===== config.mk =====
export PLATFORM = sky130hd
export DESIGN_NAME = mm_data_arb
export DESIGN_NICKNAME = d
export VERILOG_FILES = /design/src/rtl/mm_data_arb.sv
export SDC_FILE = /design/constraint.sdc
export NUM_CORES = 1
export LEC_CHECK = 0
export CAP_MARGIN = 20
export CORE_AREA = 4 4 121 123
export CTS_CLUSTER_DIAMETER = 50
export DETAILED_ROUTE_END_ITERATION = 10
export DIE_AREA = 0 0 125 127
export DONT_BUFFER_PORTS = 1
export PLACE_DENSITY = 0.38
export SETUP_SLACK_MARGIN = 0.1
export SLEW_MARGIN = 20
export SYNTH_ARGS = -nofsm -noshare
export SYNTH_HDL_FRONTEND = slang
export SYNTH_SLANG_ARGS = --single-unit
export TNS_END_PERCENT = 100

===== constraint.sdc =====
create_clock -name clk_i -period 2.25 [get_ports clk_i]
set_clock_uncertainty 0.2 [all_clocks]
set_input_delay 0.45 -clock clk_i [delete_from_list [all_inputs] [get_ports clk_i]]
set_output_delay 0.45 -clock clk_i [all_outputs]
set_load 0.01 [all_outputs]

===== src/rtl/mm_data_arb.sv =====
// Two-master, one-slave OBI arbiter for the mm_ram data port: round-robin issue with
// a locked address phase, and in-order response routing through an outstanding-ID FIFO.
module mm_data_arb #(
  parameter int unsigned ADDR_WIDTH      = 32,
  parameter int unsigned DATA_WIDTH      = 32,
  parameter int unsigned MAX_OUTSTANDING = 2
) (
  input  logic                  clk_i,
  input  logic                  rst_ni,

  input  logic                  m0_req_i,
  input  logic [ADDR_WIDTH-1:0] m0_addr_i,
  input  logic                  m0_we_i,
  input  logic [3:0]            m0_be_i,
  input  logic [DATA_WIDTH-1:0] m0_wdata_i,
  output logic                  m0_gnt_o,
  output logic                  m0_rvalid_o,
  output logic [DATA_WIDTH-1:0] m0_rdata_o,

  input  logic                  m1_req_i,
  input  logic [ADDR_WIDTH-1:0] m1_addr_i,
  input  logic                  m1_we_i,
  input  logic [3:0]            m1_be_i,
  input  logic [DATA_WIDTH-1:0] m1_wdata_i,
  output logic                  m1_gnt_o,
  output logic                  m1_rvalid_o,
  output logic [DATA_WIDTH-1:0] m1_rdata_o,

  output logic                  s_req_o,
  output logic [ADDR_WIDTH-1:0] s_addr_o,
  output logic                  s_we_o,
  output logic [3:0]            s_be_o,
  output logic [DATA_WIDTH-1:0] s_wdata_o,
  input  logic                  s_gnt_i,
  input  logic                  s_rvalid_i,
  input  logic [DATA_WIDTH-1:0] s_rdata_i,

  output logic                  err_o
);

  localparam int unsigned PTR_W = (MAX_OUTSTANDING > 1) ? $clog2(MAX_OUTSTANDING) : 1;
  localparam int unsigned CNT_W = $clog2(MAX_OUTSTANDING + 1);
  localparam logic [PTR_W-1:0] LAST_IDX = PTR_W'(MAX_OUTSTANDING - 1);
  localparam logic [CNT_W-1:0] FULL_CNT = CNT_W'(MAX_OUTSTANDING);

  typedef enum logic [1:0] {
    LockNone,
    LockM0,
    LockM1
  } lock_e;

  lock_e             lockState_q, lockState_d;
  logic              rrPtr_q, rrPtr_d;
  logic [PTR_W-1:0]  wrPtr_q, wrPtr_d;
  logic [PTR_W-1:0]  rdPtr_q, rdPtr_d;
  logic [CNT_W-1:0]  count_q, count_d;
  logic              err_q, err_d;
  logic              idFifo_q [MAX_OUTSTANDING];

  logic              selValid;
  logic              selId;
  logic              fifoFull;
  logic              fifoEmpty;
  logic              accept;
  logic              pop;
  logic              headId;

  function automatic logic [PTR_W-1:0] nextPtr(input logic [PTR_W-1:0] p);
    return (p == LAST_IDX) ? '0 : p + PTR_W'(1);
  endfunction

  assign fifoEmpty = (count_q == '0);
  assign fifoFull  = (count_q == FULL_CNT);

  always_ff @(posedge clk_i or negedge rst_ni) begin
    if (!rst_ni) begin
      lockState_q <= LockNone;
    end else begin
      lockState_q <= lockState_d;
    end
  end

  // A pending (requested but not granted) address phase pins the selection until accepted;
  // a locked master that drops req leaves s_req_o low, so the lock falls away next cycle.
  always_comb begin
    lockState_d = LockNone;
    if (s_req_o && !s_gnt_i) begin
      lockState_d = selId ? LockM1 : LockM0;
    end
  end

  always_comb begin
    selValid = 1'b0;
    selId    = rrPtr_q;
    if (!fifoFull) begin
      case (lockState_q)
        LockM0: begin
          selValid = 1'b1;
          selId    = 1'b0;
        end
        LockM1: begin
          selValid = 1'b1;
          selId    = 1'b1;
        end
        default: begin
          if (m0_req_i && m1_req_i) begin
            selValid = 1'b1;
            selId    = rrPtr_q;
          end else if (m0_req_i) begin
            selValid = 1'b1;
            selId    = 1'b0;
          end else if (m1_req_i) begin
            selValid = 1'b1;
            selId    = 1'b1;
          end
        end
      endcase
    end
  end

  always_comb begin
    s_addr_o  = '0;
    s_we_o    = 1'b0;
    s_be_o    = '0;
    s_wdata_o = '0;
    if (selValid) begin
      if (selId) begin
        s_addr_o  = m1_addr_i;
        s_we_o    = m1_we_i;
        s_be_o    = m1_be_i;
        s_wdata_o = m1_wdata_i;
      end else begin
        s_addr_o  = m0_addr_i;
        s_we_o    = m0_we_i;
        s_be_o    = m0_be_i;
        s_wdata_o = m0_wdata_i;
      end
    end
  end

  assign s_req_o  = selValid && (selId ? m1_req_i : m0_req_i);
  assign accept   = s_req_o && s_gnt_i;
  assign m0_gnt_o = accept && !selId;
  assign m1_gnt_o = accept && selId;

  // Responses return with zero added latency: the FIFO head steers s_rdata_i straight through.
  assign pop    = s_rvalid_i && !fifoEmpty;
  assign headId = idFifo_q[rdPtr_q];

  assign m0_rvalid_o = pop && !headId;
  assign m1_rvalid_o = pop && headId;
  assign m0_rdata_o  = m0_rvalid_o ? s_rdata_i : '0;
  assign m1_rdata_o  = m1_rvalid_o ? s_rdata_i : '0;
  assign err_o       = err_q;

  always_comb begin
    rrPtr_d = rrPtr_q;
    wrPtr_d = wrPtr_q;
    rdPtr_d = rdPtr_q;
    count_d = count_q;
    err_d   = err_q | (s_rvalid_i && fifoEmpty);
    if (accept) begin
      rrPtr_d = !selId;
      wrPtr_d = nextPtr(wrPtr_q);
    end
    if (pop) begin
      rdPtr_d = nextPtr(rdPtr_q);
    end
    case ({accept, pop})
      2'b10:   count_d = count_q + CNT_W'(1);
      2'b01:   count_d = count_q - CNT_W'(1);
      default: count_d = count_q;
    endcase
  end

  always_ff @(posedge clk_i or negedge rst_ni) begin
    if (!rst_ni) begin
      rrPtr_q <= 1'b0;
      wrPtr_q <= '0;
      rdPtr_q <= '0;
      count_q <= '0;
      err_q   <= 1'b0;
    end else begin
      rrPtr_q <= rrPtr_d;
      wrPtr_q <= wrPtr_d;
      rdPtr_q <= rdPtr_d;
      count_q <= count_d;
      err_q   <= err_d;
    end
  end

  // Slot contents are only read while the count marks them live, so they need no reset.
  always_ff @(posedge clk_i) begin
    if (accept) begin
      idFifo_q[wrPtr_q] <= selId;
    end
  end

endmodule


==> impl_summary.log, run 1 <==
[metrics] total routing resource utilization after global routing: 12.7%
[metrics] via count of the first global-routing pass: 2585
[metrics] worst flop-to-flop path startpoint: lockState_q[0]
[metrics] Reg power frac: 5.0%
[metrics] number of antenna cells inserted: 0
[metrics] critical path type: reg2out
[metrics] critical path arrival: 1.96 ns
[metrics] hold violation total from the final report: 0
[metrics] total via count after detailed routing: 2672
[metrics] maximum fanout count along the critical path: 9
[metrics] maximum ir drop on the vdd rail: 1050 uV
[metrics] final slew viol count: 0
[metrics] worst flop-to-flop path endpoint: count_q[1]
[metrics] synthesized net count: 538
[metrics] clock transition at the register clock pins on the worst setup and hold paths after CTS: 0.04 ns
[metrics] unrepaired setup endpoints after global routing: yes
[metrics] mean cell area of the mapped netlist: 5.66 um^2
[metrics] vias per std cell: 4.72
[metrics] fin nets: 565
[metrics] TritonCTS clock tree: built
[metrics] fillcell total: 1429
[metrics] total number of clock tree sinks: 10
[metrics] CTS Root Buffer Type: clkbuf_16
[metrics] measured slew at the worst slew-check pin: 0.481 ns
[metrics] synth warn: 0
[metrics] die area: 15900 um^2
[metrics] max-cap violation count: 0
[metrics] number of nets with antenna violations after detailed routing: 0
[metrics] latest clock arrival within the worst-skew pair: 0.24 ns
[metrics] number of flip-flops and latches in the synthesized netlist: 10
[metrics] XOR/XNOR share of the synthesized area: 2.15%
[metrics] hold path depth: 1
[metrics] Die Width: 125 um
[metrics] achievable frequency: 384 MHz
[metrics] area delta synth->final: 89.2%
[metrics] last weighted congestion value of the routability-driven placer: 0.870
[metrics] share of final-layout standard cells stronger than drive strength 1: 62.7%
[metrics] Leakage Power: 1.54 nW
[metrics] drt total wl: 12.5 mm
[metrics] cells after synthesis: 360
[metrics] starting density of the core: 14.9%
[metrics] combinational cell fraction of total power: 89.6%
[metrics] Worst slew margin: 67.9%
[metrics] Core Footprint: 13700 um^2
[metrics] Vert. Die Dim: 127 um
[metrics] post-synthesis sequential area ratio: 12.8%
[metrics] floorplan row count: 43
[metrics] initial drt markers: 123
[metrics] simple-gate area share of the yosys netlist: 51.2%
[metrics] destination of the critical timing path: s_wdata_o[31]
[metrics] result of the run: finished, violations left
[metrics] final setup fails: 76
[metrics] time the final worst path needs with I/O delays and setup: 2.61 ns
[metrics] number of distinct standard cells referenced by the synthesized netlist: 31
[metrics] power density over the cells: 1680 nW/um^2
[metrics] period utilisation layout: 116%
[metrics] Critical path origin: lockState_q[1]
[metrics] combinational family with the most area after synthesis: simple AND/OR/NAND/NOR gates
[metrics] Crit. End Element: output port
[metrics] Worst EP required: 1.60 ns
[metrics] average wire length per cell after detail routing: 22.0 um
[metrics] initial antenna violation count: 0
[metrics] violations in the final reports: setup timing
[metrics] maximum count of clock buffers along a single path: 2
[metrics] CTS H-tree lvls: 1
[metrics] Post-Place Cells: 536
[metrics] count of non-filler cells in the finished layout: 566
[metrics] setup slack of the worst register-to-register path: -0.17 ns
[metrics] first-pass iteration count of the detailed router: 4
[metrics] first-pass GRT wire length: 15.8 mm
[metrics] adder and majority gate portion of the synthesized area: 1.23%
[metrics] maximum number of pins on one net before global-route repair: 39
[metrics] cell area after placement: 2620 um^2
[metrics] Cell Area, Synth: 2040 um^2
[metrics] Net Sw Frac: 53.9%
[metrics] Critical Path Start Type: flip-flop
[metrics] cells on worst reg2reg path: 12
[metrics] Int Pwr: 2.98 mW
[metrics] placed wire-length estimate after detailed placement: 9.32 mm
[metrics] Port Buffer Count: 0
[metrics] area fraction in compound gates after synthesis: 21.4%
[metrics] setup slack of the critical path after layout: -0.356 ns
[metrics] Non-Filler Cell Area, Final: 3860 um^2
[metrics] sw power: 3.48 mW
[metrics] worst slack, placed: -0.213 ns
[metrics] number of buffers created by CTS: 3
[metrics] DRC violation count after routing: 0
[metrics] multiplexer area fraction after synthesis: 0.491%
[metrics] clock share of power: 5.5%
[metrics] total congestion overflow after global routing: 0
[metrics] I/O pin count: 315
[metrics] hold crit path type: in2reg
==> state kept, by name, summed over array words and instances, names as in the netlist <==
register	flops
count_q	2
err_o	1
idFifo_q	2
lockState_q	2
rdPtr_q	1
rrPtr_q	1
wrPtr_q	1
==> how the worst min path moves through the flow <==
stage | startpoint | to | slack [ns]
floorplan | rst_ni | count_q[0] | -0.05
global placement | rst_ni | rdPtr_q | -0.05
detailed placement | rst_ni | err_o | -0.05
CTS | s_gnt_i | lockState_q[1] | 0.09
global route | s_gnt_i | lockState_q[1] | 0.06
finish | s_gnt_i | lockState_q[1] | 0.07
==> area by class of cell <==
class	count	area, um^2	area share, %
Inverter	5	31.3	0.811
Sequential cell	10	262	6.78
Clock buffer	4	88.8	2.30
Tap cell	180	225	5.84
Timing Repair inverter	1	5.00	0.130
Multi-Input combinational cell	315	2570	66.7
Timing Repair Buffer	51	671	17.4
==> synthesized netlist by cell type (all sizes together) <==
cell type,number,area [um^2]
clkinv,1,8.76
a21oi,71,355
and2,65,407
nand3,2,10.0
nor3,2,10.0
and2b,1,7.51
a22oi,1,12.5
nand2,141,529
ha,2,25.0
o21ai,2,10.0
mux2i,1,10.0
o221a,1,11.3
a31oi,1,6.26
buf,17,146
o211ai,1,7.51
edfxtp,2,60.1
a21o,2,15.0
nand3b,1,7.51
dfrtp,8,200
xor2,1,8.76
a21bo,1,10.0
nor2,9,33.8
clkbuf,13,48.8
a31o,1,8.76
nor2b,2,12.5
inv,4,15.0
xnor2,4,35.0
nand2b,3,26.3
==> worst max-delay path, stage by stage, from the launching register on <==
cell and delay [ns]:
dfrtp_1 0.38, ha_4 0.28, nand2b_4 0.12, o221a_4 0.31, buf_6 0.17, clkbuf_16 0.17, nand2_1 0.09, a21oi_4 0.18
==> cell families (layout without fill, tap and decap cells) <==
group	count (synthesis)	count (layout)
flip-flops	10	10
buffers and inverters	35	61
AO/OA/AOI/OAI	81	81
AND/OR/NAND/NOR	226	226
XOR/XNOR	5	5
multiplexers	1	1
adder cells (fa/ha/maj)	2	2
==> power groups by stage <==
stage / registers [mW] / clock network (mW) / logic [mW]
after global placement: 0.316 / 0 / 3.71
final: 0.322 / 0.352 / 5.78
after global routing: 0.333 / 0.367 / 6.12
after CTS: 0.318 / 0.358 / 5.03
after detailed placement: 0.317 / 0 / 3.76
after floorplan: 0.306 / 0 / 2.95
==> cell usage in the layout, fill, tap and decap left out, types with 2 or more instances in the layout <==
master / count
buf_8: 4
nand2_1: 97
edfxtp_1: 2
clkbuf_16: 7
nor2_4: 3
buf_12: 7
buf_6: 10
xnor2_2: 3
nand2_4: 21
dfrtp_1: 7
nand2b_4: 2
inv_1: 3
and2_4: 48
ha_4: 2
a21oi_4: 37
buf_16: 3
nor2_1: 4
a21oi_2: 33
nand2_2: 23
and2_1: 17
buf_4: 22
nor2_2: 2
==> metal layers <==
| layer | vias to the layer above | routed length, um | GRT usage, % |
|---|---|---|---|
| met4 | 0 | 84 | 0.957 |
| met5 | - | 0 | 0 |
| met2 | 201 | 7320 | 27.1 |
| met1 | 1262 | 4000 | 13.1 |
| met3 | 4 | 1060 | 2.68 |
| li1 | 1205 | - | - |
==> timing repair <==
item | CTS | global route
pin swaps | 55 | 64
hold endpoints to repair | 8 | 0
hold buffers | 1 | 0
setup endpoints to repair | 139 | 128
cloned | 6 | 6
resized for setup | 81 | 125
buffers inserted | 10 | 8
==> metrics by stage <==
step                hold WS, ns  TNS (ns)  total power, mW  utilization [%]
finish                   0.0709    -22.07             6.46             28.2
global placement        -0.0451     -7.93             4.02             19.2
global route             0.0644    -27.16             6.82             28.2
detailed placement      -0.0451     -9.51             4.08             19.2
floorplan               -0.0456         0             3.26                -
CTS                      0.0897    -23.44             5.71             24.4
Power figures use the tool's default switching activity.
==> run 2, diff against run 1 <==
--- a/config.mk
+++ b/config.mk
@@ -6,12 +6,12 @@
 export NUM_CORES = 1
 export LEC_CHECK = 0
 export CAP_MARGIN = 20
-export CORE_AREA = 4 4 121 123
+export CORE_AREA = 2 2 123 125
 export CTS_CLUSTER_DIAMETER = 50
 export DETAILED_ROUTE_END_ITERATION = 10
 export DIE_AREA = 0 0 125 127
 export DONT_BUFFER_PORTS = 1
-export PLACE_DENSITY = 0.38
+export PLACE_DENSITY = 0.37
 export SETUP_SLACK_MARGIN = 0.1
 export SLEW_MARGIN = 20
 export SYNTH_ARGS = -nofsm -noshare
==> impl_summary.log, run 2 (synthesis gave the netlist of run 1 again) <==
[metrics] fillcell total: 1469
[metrics] commonest non-fill, non-tap cells in the layout: nand2_1, and2_4, a21oi_4
[metrics] total number of clock tree sinks: 10
[metrics] final slew viol count: 0
[metrics] final sum of negative setup slack: -40.35 ns
[metrics] achievable frequency: 381 MHz
[metrics] total congestion overflow after global routing: 0
[metrics] number of antenna cells inserted: 0
[metrics] worst flop-to-flop path startpoint: count_q[0]
[metrics] CTS H-tree lvls: 1
[metrics] result of the run: finished, violations left
[metrics] latest clock arrival within the worst-skew pair: 0.24 ns
[metrics] cells on worst reg2reg path: 13
[metrics] share of final-layout standard cells stronger than drive strength 1: 73.4%
[metrics] Worst slew margin: 69.6%
[metrics] first-pass iteration count of the detailed router: 4
[metrics] vias per std cell: 4.73
[metrics] CTS Root Buffer Type: clkbuf_16
[metrics] ordered cell list for the critical path: ha_4, nand2b_4, o221a_4, buf_12, buf_12, clkbuf_16, nand2_2, a21oi_4
[metrics] detailed-route wire length on metal 1: 4.44 mm
[metrics] most common library cell in the layout ignoring fill and taps: nand2_1
[metrics] DRC violation count after routing: 0
[metrics] period utilisation layout: 117%
[metrics] CP max-delay cell: dfrtp_1
[metrics] average wire length per cell after detail routing: 23.0 um
[metrics] via count of the first global-routing pass: 2809
[metrics] hold_sp: s_gnt_i
[metrics] max-cap violation count: 0
[metrics] Critical Path Max Stage Delay: 0.39 ns
[metrics] hold crit path type: in2reg
[metrics] clock share of power: 4.2%
[metrics] maximum count of clock buffers along a single path: 2
[metrics] number of buffers created by CTS: 3
[metrics] critical path type: reg2out
[metrics] starting density of the core: 14.1%
[metrics] initial antenna violation count: 0
[metrics] maximum fanout count along the critical path: 5
[metrics] floorplan row count: 44
[metrics] area delta synth->final: 118%
[metrics] measured slew at the worst slew-check pin: 0.455 ns
[metrics] drt total wl: 13.5 mm
[metrics] overall power after layout: 7.82 mW
[metrics] Net Sw Frac: 50.8%
[metrics] Reg power frac: 4.3%
[metrics] max layer used: met4
[metrics] hold violation total from the final report: 0
[metrics] sink of the worst hold path: lockState_q[1]
[metrics] TritonCTS clock tree: built
[metrics] crit-path most repeated cell: buf_12
[metrics] Worst EP required: 1.60 ns
[metrics] initial drt markers: 82
[metrics] sw power: 3.97 mW
[metrics] critical path arrival: 1.98 ns
[metrics] placed wire-length estimate after detailed placement: 9.04 mm
[metrics] power density over the cells: 1760 nW/um^2
[metrics] clock transition at the register clock pins on the worst setup and hold paths after CTS: 0.04 ns
[metrics] Leakage Power: 1.74 nW
[metrics] unrepaired setup endpoints after global routing: yes
[metrics] violations in the final reports: setup timing
[metrics] maximum number of pins on one net before global-route repair: 24
[metrics] routed length on met2: 7.91 mm
[metrics] setup slack of the worst register-to-register path: 0.01 ns
[metrics] time the final worst path needs with I/O delays and setup: 2.63 ns
[metrics] Core Footprint: 14400 um^2
[metrics] Critical Path Start Type: flip-flop
[metrics] first-pass GRT wire length: 17.9 mm
[metrics] maximum ir drop on the vdd rail: 758 uV
[metrics] Top Registers: count_q: 2 flops, idFifo_q: 2 flops, lockState_q: 2 flops
[metrics] hold path depth: 1
[metrics] I/O pin count: 315
[metrics] die area: 15900 um^2
[metrics] Vert. Die Dim: 127 um
[metrics] Int Pwr: 3.85 mW
[metrics] fin nets: 581
[metrics] Crit. End Element: output port
[metrics] Top delay family on crit path: compound AO/OA/AOI/OAI gates
[metrics] worst path buffer plus inverter count: 3
[metrics] Port Buffer Count: 0
[metrics] total via count after detailed routing: 2771
[metrics] total routing resource utilization after global routing: 14.8%
[metrics] routed length on met3: 837 um
[metrics] Die Width: 125 um
[metrics] worst flop-to-flop path endpoint: count_q[1]
[metrics] combinational cell fraction of total power: 91.6%
[metrics] setup slack of the critical path after layout: -0.376 ns
[metrics] last weighted congestion value of the routability-driven placer: 0.791
[metrics] final setup fails: 137
[metrics] number of nets with antenna violations after detailed routing: 0
[run 2: cell types whose count changed in the layout (fill, tap and decap cells not counted), sizes merged]
cell / before / now
buf: 46 / 58
nor2b: 2 / 6
[run 2: power by group through the flow]
stage | registers, mW | logic [mW] | clock network [mW]
global route | 0.340 | 7.53 | 0.341
global placement | 0.314 | 3.81 | 0
detailed placement | 0.314 | 3.89 | 0
floorplan | 0.306 | 2.95 | 0
finish | 0.333 | 7.16 | 0.327
CTS | 0.325 | 6.20 | 0.332
[run 2: what timing repair did]
item,4_1_cts,5_1_grt
gates resized for setup,154,130
gates cloned,13,6
endpoints found under the hold margin,8,0
hold buffers,1,0
pin swaps,74,64
setup buffers,22,9
setup endpoints to repair,139,141
[run 2: cell type report]
type	instances	area [um^2]	area share (%)
clock buffers	3	75.1	1.69
flip-flops and latches	10	262	5.88
multi-input cells	319	2850	64.1
well taps	184	230	5.18
clock inverters	1	3.75	0.0844
inverters	5	31.3	0.704
repair buffers	64	995	22.4
[run 2: through the flow]
stage | cell area (um^2) | util [%] | hold slack, ns | setup WS [ns] | cells
finish | 4450 | 30.8 | 0.0781 | -0.376 | 586
global route | 4450 | 30.8 | 0.0713 | -0.419 | 586
CTS | 3860 | 26.8 | 0.0732 | -0.406 | 579
detailed placement | 2630 | 18.2 | -0.0448 | -0.283 | 539
global placement | 2630 | 18.2 | -0.0448 | -0.259 | 539
floorplan | 2310 | - | -0.0456 | 0.0267 | 360
[run 2: worst max path at each step]
stage                        start           end  depth (start not counted)
finish              lockState_q[1]     s_be_o[1]                          8
global route            count_q[0]     s_be_o[1]                          8
CTS                 lockState_q[1]  s_addr_o[17]                          8
detailed placement  lockState_q[0]  s_addr_o[17]                          8
global placement    lockState_q[0]  s_addr_o[17]                          8
floorplan           lockState_q[0]   s_addr_o[2]                          9
[run 2: routing by layer]
metal | global-route usage, % | up-vias
met3 | 2.14 | 19
met1 | 14.8 | 1302
li1 | - | 1237
met4 | 4.25 | 0
met5 | 0 | -
met2 | 31.0 | 213
